==> src/rtl/prog_counter.sv <==
// Program counter and fetch sequencer: steps the instruction address
// sequentially or by a signed relative branch offset, runs the
// IDLE/RUN/DONE start-halt handshake and keeps saturating counts of
// retired instructions and taken branches since the last Start.
module prog_counter #(
    parameter int              PC_W       = 10,
    parameter logic [PC_W-1:0] START_ADDR = {PC_W{1'b0}},
    parameter int              CNT_W      = 16
) (
    input  logic             Clk,
    input  logic             Reset,
    input  logic             Start,
    input  logic             Stall,
    input  logic             Halt,
    input  logic             BranchEn,
    input  logic             BrTaken,
    input  logic [PC_W-1:0]  Target,
    output logic [PC_W-1:0]  PC,
    output logic             Running,
    output logic             Done,
    output logic [CNT_W-1:0] InstCount,
    output logic [CNT_W-1:0] BranchCount
);

    typedef enum logic [1:0] {
        ST_IDLE = 2'd0,
        ST_RUN  = 2'd1,
        ST_DONE = 2'd2
    } state_t;

    state_t           state_q, state_d;
    logic [PC_W-1:0]  pc_q, pc_d;
    logic             running_q, running_d;
    logic             done_q, done_d;
    logic [CNT_W-1:0] inst_cnt_q, inst_cnt_d;
    logic [CNT_W-1:0] br_cnt_q, br_cnt_d;

    // Counter increment that sticks at all-ones instead of wrapping.
    function automatic logic [CNT_W-1:0] sat_inc(input logic [CNT_W-1:0] v);
        if (&v) begin
            return v;
        end else begin
            return v + {{(CNT_W-1){1'b0}}, 1'b1};
        end
    endfunction

    // Next-state, next-PC and next-count selection; RUN actions are prioritised
    // stall > halt > taken branch > sequential step.
    always_comb begin
        state_d    = state_q;
        pc_d       = pc_q;
        inst_cnt_d = inst_cnt_q;
        br_cnt_d   = br_cnt_q;
        case (state_q)
            ST_IDLE, ST_DONE: begin
                if (Start) begin
                    state_d    = ST_RUN;
                    pc_d       = START_ADDR;
                    inst_cnt_d = {CNT_W{1'b0}};
                    br_cnt_d   = {CNT_W{1'b0}};
                end else begin
                    state_d = state_q;
                end
            end
            ST_RUN: begin
                if (Stall) begin
                    state_d = ST_RUN;
                end else if (Halt) begin
                    // PC stays on the halt instruction's address.
                    state_d    = ST_DONE;
                    inst_cnt_d = sat_inc(inst_cnt_q);
                end else if (BranchEn && BrTaken) begin
                    // Same-width add: two's-complement offset, carry discarded.
                    pc_d       = pc_q + Target;
                    inst_cnt_d = sat_inc(inst_cnt_q);
                    br_cnt_d   = sat_inc(br_cnt_q);
                end else begin
                    pc_d       = pc_q + {{(PC_W-1){1'b0}}, 1'b1};
                    inst_cnt_d = sat_inc(inst_cnt_q);
                end
            end
            default: begin
                state_d    = ST_IDLE;
                pc_d       = START_ADDR;
                inst_cnt_d = {CNT_W{1'b0}};
                br_cnt_d   = {CNT_W{1'b0}};
            end
        endcase
        // Status flags are derived from the next state so they are flop outputs.
        running_d = (state_d == ST_RUN);
        done_d    = (state_d == ST_DONE);
    end

    // State, PC, status flags and counters; reset forces IDLE immediately.
    always_ff @(posedge Clk or negedge Reset) begin
        if (!Reset) begin
            state_q    <= ST_IDLE;
            pc_q       <= START_ADDR;
            running_q  <= 1'b0;
            done_q     <= 1'b0;
            inst_cnt_q <= {CNT_W{1'b0}};
            br_cnt_q   <= {CNT_W{1'b0}};
        end else begin
            state_q    <= state_d;
            pc_q       <= pc_d;
            running_q  <= running_d;
            done_q     <= done_d;
            inst_cnt_q <= inst_cnt_d;
            br_cnt_q   <= br_cnt_d;
        end
    end

    assign PC          = pc_q;
    assign Running     = running_q;
    assign Done        = done_q;
    assign InstCount   = inst_cnt_q;
    assign BranchCount = br_cnt_q;

endmodule

==> config.mk <==
export PLATFORM = sky130hd
export DESIGN_NAME = prog_counter
export DESIGN_NICKNAME = d
export VERILOG_FILES = /design/src/rtl/prog_counter.sv
export SDC_FILE = /design/constraint.sdc
export NUM_CORES = 1
export LEC_CHECK = 0
export BUFFER_PORTS_ARGS = -buffer_cell sky130_fd_sc_hd__buf_4
export CORE_AREA = 2 2 100 102
export DETAILED_ROUTE_END_ITERATION = 16
export DIE_AREA = 0 0 102 104
export SYNTH_ARGS = -nofsm -noshare
export SYNTH_HDL_FRONTEND = slang
export SYNTH_SLANG_ARGS = --single-unit
==> constraint.sdc <==
create_clock -name Clk -period 1.9 [get_ports Clk]
set_input_delay 0.38 -clock Clk [delete_from_list [all_inputs] [get_ports Clk]]
set_output_delay 0.38 -clock Clk [all_outputs]
set_load 0.01 [all_outputs]
==> results of run 1 <==
## cells by family (layout without fill, tap and decap cells)
family	Yosys count	in the layout	share of synthesized area (%)
multiplexers	1	1	0.4163
adder cells (fa/ha/maj)	12	12	5.828
XOR/XNOR	28	28	9.066
flip-flops	46	46	42.55
AO/OA/AOI/OAI	54	54	16.37
buffers and inverters	11	128	1.804
AND/OR/NAND/NOR	126	126	23.96
## stage by stage
step | utilization [%] | area [sq um] | setup TNS, ns | std cells | power [W]
final | 41.73 | 3985 | -0.1433 | 528 | 0.004044
after global routing | 41.73 | 3985 | -0.4873 | 528 | 0.004345
after CTS | 40.59 | 3876 | -0.1463 | 523 | 0.004000
after detailed placement | 38.78 | 3704 | -1.892 | 515 | 0.003054
after global placement | 38.78 | 3704 | -1.656 | 515 | 0.003022
after floorplan | - | 2745 | -0.5494 | 278 | 0.002191
## how the worst min path moves through the flow
| stage | from | endpoint | slack [ns] | cells past startpoint |
|---|---|---|---|---|
| 2_1_floorplan | Reset | BranchCount[0]$_DFFE_PN0P_ | 0.08 | 0 |
| 3_3_place_gp | Reset | BranchCount[5]$_DFFE_PN0P_ | 0.44 | 1 |
| 3_5_place_dp | Reset | BranchCount[5]$_DFFE_PN0P_ | 0.44 | 1 |
| 4_1_cts | Reset | PC[6]$_DFFE_PN0P_ | 0.11 | 1 |
| 5_1_grt | Reset | BranchCount[4]$_DFFE_PN0P_ | 0.13 | 1 |
| 6_report | Reset | BranchCount[5]$_DFFE_PN0P_ | 0.09 | 1 |
## power groups by stage
stage | clock network (W) | registers (W) | logic, W
CTS | 0.000933 | 0.00129 | 0.00177
global route | 0.000967 | 0.00133 | 0.00205
detailed placement | 0 | 0.00131 | 0.00175
global placement | 0 | 0.00130 | 0.00172
floorplan | 0 | 0.00137 | 0.000817
finish | 0.000906 | 0.00130 | 0.00184
## worst reg2reg max path, delay by kind of cell, from the launching register on
| kind | cells | cell delay, ns |
|---|---|---|
| flip-flops | 1 | 0.40 |
| buffers and inverters | 2 | 0.19 |
| AO/OA/AOI/OAI | 3 | 0.48 |
| adder cells (fa/ha/maj) | 2 | 0.40 |
| AND/OR/NAND/NOR | 2 | 0.36 |
## cell usage after synthesis (2+ instances only)
cell type / number / area share, %
xnor2_1: 13 / 4.2
o21ai_2: 2 / 0.65
xor2_1: 15 / 4.9
nand2b_1: 3 / 0.69
o41ai_1: 3 / 0.97
a2111oi_4: 2 / 2.0
ha_1: 11 / 5.1
nor2_1: 36 / 5.0
dfrtp_1: 46 / 43
or3_1: 2 / 0.46
and4_1: 4 / 1.3
a21oi_1: 8 / 1.5
clkbuf_1: 4 / 0.55
nand4_1: 7 / 1.6
o21ai_0: 13 / 2.4
nand2_1: 26 / 3.6
nor2b_1: 4 / 0.92
nand3_1: 13 / 2.4
o2111ai_1: 3 / 0.97
a22o_1: 4 / 1.3
and2_1: 3 / 0.69
nor3_1: 5 / 0.92
and3_1: 12 / 2.8
inv_1: 6 / 0.83
o31ai_1: 4 / 1.1
a211oi_1: 2 / 0.55
## per-layer routing
layer	up-vias	routed length, um	share of wire (%)	global-route usage [%]
met5	-	0	0	0
met1	1194	3290	46	17.37
li1	1234	-	-	-
met3	7	322	4.5	3.091
met4	0	68	0.94	2.571
met2	51	3516	49	23.87
## registers in the layout, indices dropped and copies added, names as in the netlist
| register | flops |
|---|---|
| state_q | 2 |
| BranchCount | 16 |
| PC | 10 |
| Done | 1 |
| Running | 1 |
| InstCount | 16 |
## timing repair
item / in CTS / in global routing
pin swaps: 4 / 12
buffers inserted: 0 / 5
resized for setup: 6 / 18
setup endpoints to repair: 3 / 12
## final cells by class
cell class | count | area, sq um
repair buffers | 114 | 867.1
clock inverters | 2 | 60.06
well taps | 133 | 166.4
clock buffers | 6 | 82.58
multi-input cells | 221 | 1633
inverters | 6 | 22.52
fillers | 954 | 5564
flip-flops and latches | 46 | 1154
==> run summary, run 1 <==
dpl ws -> -0.4633 ns
area grow syn2layout -> 47.32%
status -> finished with violations
number of CTS-inserted buffers -> 5
most frequent cells in the layout -> buf_4 (112), dfrtp_1 (44), nor2_1 (36)
Die ar. -> 10,610 sq um
Top FF cell, synth -> dfrtp_1
VDD IR max -> 0.4474 mV
Internal Pwr Total -> 0.002635 W
switch share -> 34.84%
vias in the first global route -> 2,466
HPWL Detailed -> 5.457 mm
DRT antenna net count -> 0
setup slack, reg-to-reg -> -0.05 ns
power per cell area -> 1015 nW/um^2
Core ar. -> 9549 sq um
Max Slew Vio Count -> 0
synth unique cells -> 53
Detailed Route WL -> 7.198 mm
total track usage -> 13.73%
post-synthesis sequential area ratio -> 42.55%
largest net degree at the start of global routing -> 47
CTS HTree Levels -> 2
power share of the clock group -> 22.4%
cts hold-fix bufs -> 0
TritonRoute pass-1 iters -> 4
clk sink count -> 46
I/O Pins -> 61
max cap viols -> 0
CTS tree -> built
WP data arrival -> 2.17 ns
Logic pwr share -> 45.4%
GP Congestion -> 0.7889
cell leakage power -> 1.864 nW
Row Count -> 36
drt drc -> 0
Cell Area, Synth -> 2705 sq um
DR WL/cell -> 13.63 um
Clock Latency Late Sink -> 0.30 ns
nets -> 423
CP startpoint -> BranchEn
minimum clock period -> 1.961 ns
Die Span Y -> 104 um
Max-slew headroom -> 59.44%
Crit Path Category -> primary input to flip-flop
RR Endpoint -> PC[6]$_DFFE_PN0P_
Switch Pwr -> 0.001409 W
hold crit path type -> primary input to async pin
yosys synthesis warning count -> 0
Final Worst Setup Slack -> -0.06115 ns
synthesized flop and latch total -> 46
Iter 0 DRT Violations -> 68
CP peak stage delay -> 0.36 ns
final hold slack -> 0.08534 ns
Die Width -> 102 um
Reg clk slew, reported paths -> 0.09 ns
syn_area_per_cell -> 9.731 sq um
EDFF count, synth -> 0
routed via count -> 2,486
CP delay by family, top -> compound AO/OA/AOI/OAI gates
n_diodes -> 0
CP Launch Type -> primary input
Setup crit end -> PC[8]$_DFFE_PN0P_
initial antenna violation count -> 0
ys async rst share -> 100.0%
root buffer selected by CTS -> clkbuf_8
Post-Syn Instances -> 278
Least-Margin Pin Slew -> 0.6084 ns
reg2reg path depth -> 9
Buf/Inv on CP -> 2
final clock period utilization by the worst path -> 103.2%
final hold viol count -> 0
unrepaired setup endpoints after global routing -> yes
share of layout cells above drive strength 1 -> 41.01%
vias per cell -> 4.708
worst r2r src -> PC[0]$_DFFE_PN0P_
CP cell instances -> buf_8, and2_4, nand2b_1, ha_2, inv_2, fa_2, nor2b_4, o21ai_2, a21oi_2, o41ai_2, xor2_1, o31ai_1
total gr overflow -> 0
CTS max path bufs -> 2
crit end category -> flip-flop
CP required -> 2.11 ns
syn nets -> 307
sequential share of power -> 32.2%
Fmax -> 0.5099 GHz
CP Max Fanout -> 7
final setup vio count -> 3
number of port buffers -> 60
failing checks -> setup timing
Final Skew -> 0.005672 ns
initial cell density of the core -> 28.33%
critical path depth in cells -> 12
slowest stage cell, crit path -> fa_2
first-pass GRT wire length -> 11.75 mm
most common cell after layout, fill and taps aside -> buf_4
(Power assumes the default switching activity.)
==> inputs of run 2 (changes only) <==
--- a/config.mk
+++ b/config.mk
@@ -6,9 +6,9 @@
 export NUM_CORES = 1
 export LEC_CHECK = 0
 export BUFFER_PORTS_ARGS = -buffer_cell sky130_fd_sc_hd__buf_4
-export CORE_AREA = 2 2 100 102
+export CORE_AREA = 2 2 108 110
 export DETAILED_ROUTE_END_ITERATION = 16
-export DIE_AREA = 0 0 102 104
+export DIE_AREA = 0 0 110 112
 export SYNTH_ARGS = -nofsm -noshare
 export SYNTH_HDL_FRONTEND = slang
 export SYNTH_SLANG_ARGS = --single-unit
==> run 2 against run 1 <==
Net effect:
- the run still ends with setup timing left
- clock skew hardly changed
- sequential share of layout area is 0.62 points lower
- register-to-register slack worse by 0.03 ns
- flip-flop and latch count stayed put
- maximum frequency is 1.3% lower
- count of clock-buffer cells in the layout stayed put
- first-iteration DRC count is 7.4% lower
- combinational power hardly changed
- non-clock buffer count is 9 higher
- die area is 16% higher
- core utilization is 5.3 points lower
- critical endpoint unchanged
- largest power group unchanged
==> run summary, run 2 (synthesis results as in run 1) <==
hold crit path type -> primary input to async pin
final clock period utilization by the worst path -> 104.5% (+1.3 points)
TritonRoute pass-1 iters -> 4 (unchanged)
max cap viols -> 0 (unchanged)
Clock Latency Late Sink -> 0.28 ns (-0.02 ns)
most common cell after layout, fill and taps aside -> buf_4
area grow syn2layout -> 50.37%
total gr overflow -> 0 (unchanged)
FF+latch area -> 1152 sq um (-0.11%)
final hold viol count -> 0 (unchanged)
# placed instances -> 529 (+2.7%)
routed via count -> 2,507 (+0.84%)
Internal Pwr Total -> 0.002565 W (-2.7%)
unrepaired setup endpoints after global routing -> yes
Reg clk slew, reported paths -> 0.07 ns (-0.02 ns)
power share of the clock group -> 21.6% (-0.8 points)
design area -> 4068 sq um (+2.1%)
most frequent cells in the layout -> buf_4 (121), dfrtp_1 (45), nor2_1 (36)
final hold slack -> 0.1096 ns (+0.02427 ns)
Max Slew Vio Count -> 0 (unchanged)
CP required -> 2.09 ns (-0.02 ns)
Switch Pwr -> 0.001423 W (+0.99%)
initial antenna violation count -> 0 (unchanged)
DR WL/cell -> 13.64 um (about the same)
vias per cell -> 4.583 (-2.7%)
final setup vio count -> 4 (+1)
crit end category -> flip-flop
drt drc -> 0 (unchanged)
Fmax -> 0.5034 GHz (-1.3%)
initial cell density of the core -> 24.21% (-4.1 points)
fin cells -> 547 (+3.6%)
DP Area -> 3746 sq um (+1.1%)
n_diodes -> 0 (unchanged)
Die Span Y -> 112 um (+7.7%)
nets -> 432 (+2.1%)
root buffer selected by CTS -> clkbuf_16
CP Launch Type -> primary input
Crit Path Category -> primary input to flip-flop
share of layout cells above drive strength 1 -> 41.34% (+0.32 points)
I/O Pins -> 61 (unchanged)
number of port buffers -> 60 (unchanged)
CTS HTree Levels -> 2 (unchanged)
cell leakage power -> 1.921 nW (+3.1%)
clk sink count -> 46 (unchanged)
status -> finished with violations
fillers -> 1,125 (+18%)
Total Power -> 0.003988 W (-1.4%)
CTS max path bufs -> 2 (unchanged)
Logic pwr share -> 46.0% (+0.6 points)
CTS tree -> built
HPWL Detailed -> 5.584 mm (+2.3%)
Die Width -> 110 um (+7.8%)
VDD IR max -> 0.4683 mV (+4.7%)
Detailed Route WL -> 7.461 mm (+3.7%)
Max-slew headroom -> 59.07% (-0.38 points)
Iter 0 DRT Violations -> 63 (-7.4%)
largest net degree at the start of global routing -> 47 (unchanged)
total track usage -> 12.15% (-1.6 points)
Final Worst Setup Slack -> -0.08635 ns (-0.02520 ns)
power per cell area -> 980.5 nW/um^2 (-3.4%)
Least-Margin Pin Slew -> 0.6140 ns (+0.005626 ns)
Die ar. -> 12,320 sq um (+16%)
DRT antenna net count -> 0 (unchanged)
number of CTS-inserted buffers -> 5 (unchanged)
minimum clock period -> 1.986 ns (+0.02520 ns)
Multi-input gate area -> 1633 sq um (unchanged)
failing checks -> setup timing
CP Max Fanout -> 6 (-1)
switch share -> 35.68% (+0.84 points)
first-pass GRT wire length -> 11.94 mm (+1.6%)
Final Skew -> 0.005740 ns (+0.00006831 ns)
Core ar. -> 11,170 sq um (+17%)
vias in the first global route -> 2,569 (+4.2%)
sequential share of power -> 32.4% (+0.2 points)
WP data arrival -> 2.17 ns (about the same)
Row Count -> 39 (+8.3%)
TNS Setup -> -0.2465 ns (-0.1032 ns)
GP Congestion -> 0.8315 (+5.4%)
[run 2: cell count changes in the layout (fill, tap and decap cells not counted), sizes merged]
| cell | before | now |
|---|---|---|
| clkinv | 0 | 2 |
| bufinv | 2 | 0 |
| buf | 114 | 123 |
[run 2: path summary, 6_finish.rpt]
kind,start,to,slack [ns],depth (start not counted)
worst max-delay path,BranchEn,PC[8]$_DFFE_PN0P_,-0.09,12
worst min-delay path,Reset,BranchCount[15]$_DFFE_PN0P_,0.11,1
worst max register to register,PC[0]$_DFFE_PN0P_,PC[6]$_DFFE_PN0P_,-0.08,9
worst min register to register,PC[8]$_DFFE_PN0P_,PC[8]$_DFFE_PN0P_,0.53,2
max in group asynchronous,Reset,InstCount[2]$_DFFE_PN0P_,1.35,1
min in group Clk,Start,Running$_DFF_PN0_,0.40,3
[run 2: metrics by stage]
| stage | utilization, % | setup slack [ns] |
|---|---|---|
| final | 36.40 | -0.08635 |
| after global routing | 36.40 | -0.1984 |
| after CTS | 35.25 | -0.1094 |
| after detailed placement | 33.52 | -0.4620 |
| after global placement | 33.52 | -0.3972 |
| after floorplan | - | -0.1816 |
[run 2: power by group through the flow]
| stage | clock (W) | combinational (W) | sequential (W) |
|---|---|---|---|
| 3_3_place_gp | 0 | 0.00173 | 0.00130 |
| 5_1_grt | 0.000923 | 0.00203 | 0.00131 |
| 6_report | 0.000863 | 0.00183 | 0.00129 |
| 4_1_cts | 0.000886 | 0.00179 | 0.00129 |
| 3_5_place_dp | 0 | 0.00176 | 0.00131 |
| 2_1_floorplan | 0 | 0.000817 | 0.00137 |
[run 2: what timing repair did]
action / in CTS / in global routing
setup buffers: 2 / 8
pin swaps: 7 / 15
endpoints found under the setup margin: 3 / 14
gates cloned: 0 / 0
hold buffers: 0 / 0
resized for setup: 7 / 15
[run 2: critical path, cell delays in order]
cell and delay [ns]:
buf_8 0.10, and2_4 0.17, nand2b_1 0.07, ha_2 0.18, inv_2 0.04, fa_2 0.36
nor2b_4 0.15, o21ai_2 0.08, a21oi_2 0.17, o41ai_2 0.10, xor2_1 0.14, o31ai_1 0.23
[run 2: per-layer routing]
layer	vias up	track usage, %	wire [um]
met4	0	2.616	61
li1	1260	-	-
met3	7	2.693	409
met2	55	20.57	3591
met1	1185	15.70	3398
met5	-	0	0
[run 2: cell type report]
cell class | instances | area share [%]
Clock inverter | 2 | 0.3384
Timing Repair Buffer | 123 | 23.07
Sequential cell | 46 | 28.33
Tap cell | 143 | 4.399
Inverter | 6 | 0.5537
Clock buffer | 6 | 3.168
Multi-Input combinational cell | 221 | 40.14
==> inputs of run 3 (changes only) <==
==> constraint.sdc (replaced) <==
create_clock -name Clk -period 1.9 [get_ports Clk]
set_input_delay 0.285 -clock Clk [delete_from_list [all_inputs] [get_ports Clk]]
set_output_delay 0.285 -clock Clk [all_outputs]
set_load 0.01 [all_outputs]
==> run 3 against run 2 <==
Net effect:
- flip-flop and latch count stayed put
- the flow still finishes with violations (setup timing)
- largest power group unchanged
- design area is 1.7% lower
- core utilization is 0.60 points lower
- wire length is 2.3% higher
==> run summary, run 3 (synthesis results as in run 1) <==
status -> finished with violations
failing checks -> setup timing
TNS Setup -> -0.08299 ns (+0.1635 ns)
most common cell after layout, fill and taps aside -> buf_4
final clock period utilization by the worst path -> 103.0% (-1.6 points)
Final Worst Setup Slack -> -0.05652 ns (+0.02984 ns)
Crit Path Category -> flip-flop to flip-flop
DP Area -> 3699 sq um (-1.3%)
Least-Margin Pin Slew -> 0.6153 ns (+0.001335 ns)
I/O Pins -> 61 (unchanged)
clk sink count -> 46 (unchanged)
initial antenna violation count -> 0 (unchanged)
minimum clock period -> 1.957 ns (-0.02984 ns)
CTS tree -> built
vias in the first global route -> 2,537 (-1.2%)
Clock Latency Late Sink -> 0.28 ns (about the same)
GP Congestion -> 0.8396 (+0.97%)
CTS max path bufs -> 2 (unchanged)
Die Width -> 110 um (unchanged)
Die Span Y -> 112 um (unchanged)
cts hold-fix bufs -> 0 (unchanged)
total gr overflow -> 0 (unchanged)
number of port buffers -> 60 (unchanged)
share of layout cells above drive strength 1 -> 39.04% (-2.3 points)
Max-slew headroom -> 58.98% (-0.089 points)
nets -> 425 (-1.6%)
design area -> 4000 sq um (-1.7%)
number of CTS-inserted buffers -> 5 (unchanged)
Row Count -> 39 (unchanged)
Fmax -> 0.5111 GHz (+1.5%)
final hold slack -> 0.01641 ns (-0.09321 ns)
DRT antenna net count -> 0 (unchanged)
CP cell instances -> ha_4, a211oi_2, o21ai_2, a41oi_2, xnor2_1, or4_1, o21ai_0
initial cell density of the core -> 24.21% (unchanged)
slowest stage cell, crit path -> dfrtp_2
unrepaired setup endpoints after global routing -> yes
Detailed Route WL -> 7.629 mm (+2.3%)
first-pass GRT wire length -> 12.12 mm (+1.5%)
CP peak stage delay -> 0.44 ns (+0.08 ns)
power per cell area -> 1022 nW/um^2 (+4.2%)
cell leakage power -> 1.877 nW (-2.3%)
VDD IR max -> 0.4507 mV (-3.8%)
vias per cell -> 4.672 (+1.9%)
Final Skew -> 0.003891 ns (-0.001849 ns)
CP required -> 2.10 ns (about the same)
Reg clk slew, reported paths -> 0.06 ns (about the same)
WP data arrival -> 2.16 ns (about the same)
drt drc -> 0 (unchanged)
Max Slew Vio Count -> 0 (unchanged)
HPWL Detailed -> 5.643 mm (+1.1%)
CP Launch Type -> flip-flop
Iter 0 DRT Violations -> 69 (+9.5%)
Core ar. -> 11,170 sq um (unchanged)
max cap viols -> 0 (unchanged)
DR WL/cell -> 14.13 um (+3.6%)
n_diodes -> 0 (unchanged)
total track usage -> 12.49% (+0.35 points)
CTS HTree Levels -> 2 (unchanged)
area grow syn2layout -> 47.87%
most frequent cells in the layout -> buf_4 (114), dfrtp_1 (45), nor2_1 (36)
final setup vio count -> 2 (-2)
largest net degree at the start of global routing -> 47 (unchanged)
fillers -> 1,130 (+0.44%)
hold crit path type -> primary input to async pin
final hold viol count -> 0 (unchanged)
routed via count -> 2,523 (+0.64%)
root buffer selected by CTS -> clkbuf_16
Die ar. -> 12,320 sq um (unchanged)
CP Max Fanout -> 3 (-3)
crit end category -> flip-flop
TritonRoute pass-1 iters -> 4 (unchanged)
==> run 3: cell types whose count changed in the layout (fill, tap and decap cells not counted), sizes merged <==
cell | before | now
bufinv | 0 | 1
clkbuf | 6 | 7
clkinv | 2 | 0
buf | 123 | 116
==> run 3: metrics by stage <==
step | total power [W] | util, % | setup WS, ns | std cells
2_1_floorplan | 0.002191 | - | -0.08693 | 278
4_1_cts | 0.004095 | 35.12 | -0.06692 | 535
3_3_place_gp | 0.002982 | 33.10 | -0.2997 | 523
3_5_place_dp | 0.003023 | 33.10 | -0.4210 | 523
6_report | 0.004087 | 35.80 | -0.05652 | 540
5_1_grt | 0.004379 | 35.80 | -0.1200 | 540
==> run 3: worst paths after layout <==
check	endpoint	slack, ns	cells after the start	from
hold / removal	BranchCount[5]$_DFFE_PN0P_	0.02	1	Reset
min in group Clk	Running$_DFF_PN0_	0.29	3	Start
setup / recovery	PC[9]$_DFFE_PN0P_	-0.06	7	PC[1]$_DFFE_PN0P_
setup reg to reg	PC[9]$_DFFE_PN0P_	-0.06	7	PC[1]$_DFFE_PN0P_
max in group asynchronous	PC[1]$_DFFE_PN0P_	1.45	1	Reset
hold reg to reg	BranchCount[0]$_DFFE_PN0P_	0.55	1	BranchCount[0]$_DFFE_PN0P_
==> run 3: layout make-up <==
class	instances	area, sq um	area share [%]
multi-input combinational	221	1605	40.13
inverter	6	22.52	0.5630
timing repair buffer	116	878.3	21.96
clock buffer	7	132.6	3.316
sequential	46	1152	28.81
tap	143	178.9	4.473
clock inverter	1	30.03	0.7507
==> run 3: per-layer routing <==
| layer | part of all wire, % | global-route usage, % | up-vias |
|---|---|---|---|
| met3 | 5.5 | 2.869 | 8 |
| met1 | 44 | 15.87 | 1213 |
| li1 | - | - | 1245 |
| met5 | 0 | 0 | - |
| met4 | 1.2 | 3.544 | 0 |
| met2 | 49 | 20.98 | 57 |
==> run 3: critical path, delay by kind of cell, from the launching register on <==
family,cells,cell delay [ns]
AOI/OAI and AO/OA,4,0.68
adders and majority gates,1,0.26
DFF,1,0.44
and+or+nand+nor,1,0.39
xor gates and xnor gates,1,0.10
==> run 3: where the power goes <==
group	switching [W]	leakage [nW]	internal (W)	total [W]
registers	0.000149	0.629	0.00115	0.00130
clock network	0.000370	0.0781	0.000623	0.000993
logic	0.000906	1.17	0.000892	0.00180
total	0.00143	1.88	0.00266	0.00409
==> run 3: what timing repair did <==
item / in CTS / in global routing
setup endpoints to repair: 3 / 12
cloned: 0 / 0
setup buffers: 4 / 5
pin swaps: 9 / 10
resized for setup: 8 / 7
